## config.mk

```make
export PLATFORM = sky130hd
export DESIGN_NAME = hazard_ctrl
export DESIGN_NICKNAME = d
export VERILOG_FILES = /design/src/rtl/hazard_ctrl.sv
export SDC_FILE = /design/constraint.sdc
export NUM_CORES = 1
export LEC_CHECK = 0
export CORE_ASPECT_RATIO = 0.75
export CORE_MARGIN = 5
export CORE_UTILIZATION = 50
export DETAILED_ROUTE_END_ITERATION = 8
export GPL_TIMING_DRIVEN = 0
export PLACE_DENSITY_LB_ADDON = 0.15
export SLEW_MARGIN = 20
export SYNTH_ARGS = -nofsm -noshare
export SYNTH_HDL_FRONTEND = slang
export SYNTH_SLANG_ARGS = --single-unit
```

## constraint.sdc

```tcl
create_clock -name clk -period 2.7 [get_ports clk]
set_input_delay 0.405 -clock clk [delete_from_list [all_inputs] [get_ports clk]]
set_output_delay 0.405 -clock clk [all_outputs]
set_load 0.02 [all_outputs]
```

## src/rtl/hazard_ctrl.sv

```systemverilog
// Hazard, forwarding and stall controller for the IF/ID/EXE/MEM/WB pipeline.
// A three-slot scoreboard (E, M, W) tracks in-flight destination registers;
// the slot index doubles as the producer's age (E=0, M=1, W=2). ID-stage
// sources are resolved youngest-first, and a match that cannot be forwarded
// yet holds IF/ID and injects a bubble into EXE.
module hazard_ctrl #(
    parameter int REG_IDX_W = 5,
    parameter int FWD_EN    = 1,
    parameter int LOAD_LAT  = 1,
    parameter int CNT_W     = 16
) (
    input  logic                 clk,
    input  logic                 reset,
    input  logic [REG_IDX_W-1:0] rs1_idx_d_i,
    input  logic [REG_IDX_W-1:0] rs2_idx_d_i,
    input  logic                 rs1_used_d_i,
    input  logic                 rs2_used_d_i,
    input  logic [REG_IDX_W-1:0] rd_idx_d_i,
    input  logic                 reg_write_en_d_i,
    input  logic                 is_load_d_i,
    input  logic                 valid_d_i,
    input  logic                 taken_d_i,
    input  logic                 ext_stall_i,
    output logic                 enable_f_o,
    output logic                 enable_d_o,
    output logic                 bubble_e_o,
    output logic                 flush_d_o,
    output logic [1:0]           rs1_fwd_sel_d_o,
    output logic [1:0]           rs2_fwd_sel_d_o,
    output logic                 rs1_depended_h_o,
    output logic [CNT_W-1:0]     stall_cnt_o,
    output logic [CNT_W-1:0]     flush_cnt_o
);

    localparam int N_SLOT = 3;

    typedef logic [N_SLOT-1:0][REG_IDX_W-1:0] rd_vec_t;

    // slot 0 = E, slot 1 = M, slot 2 = W
    logic [N_SLOT-1:0] slot_valid;
    logic [N_SLOT-1:0] slot_load;
    rd_vec_t           slot_rd;

    logic [2:0]           rs1_res;
    logic [2:0]           rs2_res;
    logic                 rs1_haz;
    logic                 rs2_haz;
    logic [1:0]           rs1_sel;
    logic [1:0]           rs2_sel;
    logic                 hazard;
    logic                 e_valid;
    logic [CNT_W-1:0]     stall_cnt;
    logic [CNT_W-1:0]     flush_cnt;

    // Without forwarding nothing is usable until the producer has left WB.
    // A load result only appears LOAD_LAT cycles after EXE.
    function automatic logic fwdable(input int age, input logic load);
        return (FWD_EN != 0) && (!load || (age >= LOAD_LAT));
    endfunction

    // Returns {hazard, sel}. Walks oldest to youngest so the youngest match
    // is the one left standing.
    function automatic logic [2:0] resolve(
        input logic [REG_IDX_W-1:0] src,
        input logic                 used,
        input logic [N_SLOT-1:0]    vld,
        input rd_vec_t              rd,
        input logic [N_SLOT-1:0]    ld
    );
        logic [2:0] r;
        r = 3'b000;
        for (int a = N_SLOT - 1; a >= 0; a--) begin
            if (vld[a] && used && (src != '0) && (rd[a] == src)) begin
                if (fwdable(a, ld[a])) begin
                    r = {1'b0, 2'(a + 1)};
                end else begin
                    r = 3'b100;
                end
            end
        end
        return r;
    endfunction

    assign rs1_res = resolve(rs1_idx_d_i, rs1_used_d_i, slot_valid, slot_rd, slot_load);
    assign rs2_res = resolve(rs2_idx_d_i, rs2_used_d_i, slot_valid, slot_rd, slot_load);
    assign rs1_haz = rs1_res[2];
    assign rs2_haz = rs2_res[2];
    assign rs1_sel = rs1_res[1:0];
    assign rs2_sel = rs2_res[1:0];
    assign hazard  = valid_d_i & (rs1_haz | rs2_haz);

    // A stalled ID instruction must not enter E; a bubble goes in instead.
    assign e_valid = ~hazard & valid_d_i & reg_write_en_d_i & (rd_idx_d_i != '0);

    assign stall_cnt_o = stall_cnt;
    assign flush_cnt_o = flush_cnt;

    // Pipeline control: reset beats freeze, freeze beats hazard, hazard beats redirect.
    always_comb begin
        enable_f_o       = 1'b1;
        enable_d_o       = 1'b1;
        bubble_e_o       = 1'b0;
        flush_d_o        = 1'b0;
        rs1_fwd_sel_d_o  = hazard ? 2'd0 : rs1_sel;
        rs2_fwd_sel_d_o  = hazard ? 2'd0 : rs2_sel;
        rs1_depended_h_o = valid_d_i & rs1_haz;
        if (reset) begin
            enable_f_o       = 1'b0;
            enable_d_o       = 1'b0;
            bubble_e_o       = 1'b1;
            flush_d_o        = 1'b1;
            rs1_fwd_sel_d_o  = 2'd0;
            rs2_fwd_sel_d_o  = 2'd0;
            rs1_depended_h_o = 1'b0;
        end else if (ext_stall_i) begin
            enable_f_o = 1'b0;
            enable_d_o = 1'b0;
        end else if (hazard) begin
            enable_f_o = 1'b0;
            enable_d_o = 1'b0;
            bubble_e_o = 1'b1;
        end else begin
            flush_d_o = taken_d_i;
        end
    end

    // Scoreboard shift and event counters; everything holds while frozen.
    always_ff @(posedge clk) begin
        if (reset) begin
            slot_valid <= '0;
            slot_load  <= '0;
            slot_rd    <= '0;
            stall_cnt  <= '0;
            flush_cnt  <= '0;
        end else if (!ext_stall_i) begin
            slot_valid <= {slot_valid[N_SLOT-2:0], e_valid};
            slot_load  <= {slot_load[N_SLOT-2:0], is_load_d_i & e_valid};
            slot_rd    <= {slot_rd[N_SLOT-2:0], rd_idx_d_i};
            if (hazard) begin
                stall_cnt <= stall_cnt + CNT_W'(1);
            end else if (taken_d_i) begin
                flush_cnt <= flush_cnt + CNT_W'(1);
            end
        end
    end

endmodule

```

==> results.json <==
{
  "worstHoldPathType": "flop to flop",
  "met1_length_um": 3610,
  "start_kind": "input pin",
  "whs_path_depth": 2,
  "power_mw": 1.40,
  "highest_layer": "met4",
  "clock_latency_ps": 300,
  "remaining_drc_errors": 0,
  "p_switching_mw": 0.363,
  "drv_cap": 0,
  "worst_pin_slew_ps": 743,
  "fin_crit_sh_pct": 98.4,
  "avgViaCountPerCell": 5.55,
  "max_slew_margin_pct": 50.5,
  "dp.cells": 464,
  "drt-total-wl_um": 7590,
  "async_flop_share_pct": 0,
  "p_leak_nw": 1.40,
  "initial_utilization_pct": 52.0,
  "critPathRequiredTime_ps": 2300,
  "stdcell_count": 491,
  "layout_commonest_cell": "nor2_1",
  "timing.final.max_slew_violations": 0,
  "ant_nets": 0,
  "wire_per_inst_um": 15.5,
  "yosys_warnings": 0,
  "switching_share_pct": 25.9,
  "syn_inst": 325,
  "worstPathArrival_ps": 2250,
  "fp.coreArea_mm2": 0.00541,
  "synth-seq-area-share_pct": 36.3,
  "fmax_mhz": 376,
  "place.gp.congestion": 0.903,
  "drive_above_1_share_pct": 17.8,
  "avgSynthCellArea_um2": 8.66,
  "vias": 2724,
  "whs_ps": 494,
  "vdd_drop_max_mv": 0.240,
  "antenna_found_initial": 0,
  "cp_max_fo": 5,
  "synth_cell_types": 49,
  "final_nets": 441,
  "finalSetupViolCount": 0,
  "path_clk_slew_ps": 90,
  "dp_hpwl_um": 5560,
  "period_minus_slack_ps": 2660,
  "hold_violations": 0,
  "outcome": "finished, final reports clean",
  "io_buffers": 64,
  "final_core_util_pct": 70.6,
  "cts_made_buffers": 5,
  "power.share.sequential_pct": 55.6,
  "syn_to_final_growth_pct": 35.7,
  "die_w_um": 96.6,
  "drtPass1Iterations": 4,
  "antennaDiodeCount": 0,
  "clk_path_buf_depth": 2,
  "placed_cell_area_mm2": 0.00355,
  "wl_met3_um": 418,
  "grt_pass1_wl_um": 12600,
  "pin_count": 65,
  "power_frac_clock_pct": 30.8,
  "mostFrequentLayoutCells": "nor2_1, dfxtp_1, clkdlybuf4s50_1",
  "wl_met2_um": 3510,
  "die_h_um": 75.0,
  "grt_overflow": 0,
  "cts.sinks": 51,
  "pwr-share-comb_pct": 13.6,
  "synth_flop_cell": "dfxtp_1",
  "power.internal_mw": 1.04,
  "worstSetupPathType": "input pin to primary output",
  "grt_setup_unrepaired": "yes",
  "h-tree-depth": 2,
  "synth_seq_cells": 51,
  "cts_hold_buf": 0,
  "synth_nets": 351,
  "crit_path_end_kind": "primary output",
  "gr-usage-all-layers_pct": 21.3,
  "grt_pass1_vias": 2544,
  "r2r_cells": 9,
  "drt_iter0_markers": 160,
  "grt_max_degree": 16,
  "fin_skew_ps": 5.82,
  "power_density_mw_per_mm2": 367,
  "dieArea_mm2": 0.00724,
  "final_area_mm2": 0.00382,
  "synth_edf_count": 0,
  "syn-cell-area_mm2": 0.00281,
  "cts-root-buf": "clkbuf_8",
  "rows": 23,
  "cts_tree": "done"
}
-- per-layer routing --
| metal | track usage, % | vias to the layer above |
|---|---|---|
| met1 | 28.6 | 1299 |
| li1 | - | 1351 |
| met3 | 4.91 | 4 |
| met5 | 0 | - |
| met2 | 35.5 | 70 |
| met4 | 4.83 | 0 |
-- area by class of cell --
type | count | area, um2
repair buffers | 85 | 746
multi-input cells | 254 | 1770
fillers | 463 | 1590
inverters | 2 | 7.51
well taps | 75 | 93.8
flip-flops and latches | 51 | 1030
plain buffers | 16 | 91.3
clock inverters | 1 | 5.00
clock buffers | 7 | 76.3
-- state kept, by name, summed over array words and instances, names as in the netlist --
register,cells
flush_cnt_o,16
slot_load,1
slot_rd,15
slot_valid,3
stall_cnt_o,16
-- synth_stat cells (2+ instances only) --
cell type / number / area [um2]
a2111oi_0: 6 / 52.6
nand3_1: 14 / 70.1
nand4b_4: 2 / 47.6
a211oi_1: 4 / 30.0
nand4_1: 8 / 50.1
a21oi_1: 21 / 105
nand2b_1: 2 / 12.5
or4_1: 14 / 105
o31ai_1: 12 / 90.1
xnor2_1: 27 / 236
mux2i_1: 18 / 180
nor2_1: 50 / 188
ha_1: 2 / 25.0
xor2_1: 16 / 140
nand3b_1: 3 / 22.5
o21ai_0: 4 / 20.0
nand2_1: 17 / 63.8
and3_1: 2 / 12.5
a31oi_1: 2 / 12.5
buf_2: 2 / 10.0
and3b_1: 2 / 17.5
nor3_1: 3 / 15.0
dfxtp_1: 51 / 1020
o21ai_2: 2 / 17.5
nor4_1: 4 / 25.0
inv_1: 2 / 7.51
clkbuf_1: 13 / 48.8
-- worst max-delay path: stages --
cell and delay (ps):
buf_6 110, or4_4 540, o21ai_4 160, nand4b_4 180, a21oi_4 80, buf_6 140, or2_4 280, and3b_1 240
buf_6 120
-- final timing paths --
| path | from | endpoint | slack [ps] |
|---|---|---|---|
| min reg2reg | flush_cnt_o[13] | flush_cnt_o[13] | 490 |
| max reg2reg | slot_rd[3] | stall_cnt_o[6] | 310 |
| max | rs1_idx_d_i[2] | rs1_fwd_sel_d_o[1] | 40 |
| min | flush_cnt_o[13] | flush_cnt_o[13] | 490 |
-- through the flow --
step / TNS (ps) / worst slack [ps]
after detailed placement: -20020 / -1320
after global routing: -119 / -38.1
final: 0 / 42.6
after global placement: -18540 / -1270
after floorplan: 0 / 53.4
after CTS: 0 / 1.20
-- power by group through the flow --
| stage | Combinational, mW | Sequential (mW) | Clock, mW |
|---|---|---|---|
| detailed placement | 0.172 | 0.796 | 0 |
| finish | 0.190 | 0.779 | 0.431 |
| floorplan | 0.0929 | 0.794 | 0 |
| CTS | 0.184 | 0.778 | 0.443 |
| global route | 0.204 | 0.781 | 0.475 |
| global placement | 0.167 | 0.796 | 0 |
-- timing repair --
item | in CTS | in global routing
buffers inserted | 17 | 3
cloned | 0 | 1
gates resized for setup | 84 | 27
setup endpoints to repair | 19 | 9
pin swaps | 8 | 11
-- logic make-up after synthesis --
logic type / after synthesis / share of synthesized area (%)
mux: 19 / 6.80
compound gates: 58 / 13.9
xor+xnor: 43 / 13.4
fa+ha+maj: 2 / 0.889
flops: 51 / 36.3
simple gates: 132 / 25.6
buf+inv: 20 / 3.16
Note: power is estimated with default switching activity, not from simulation.
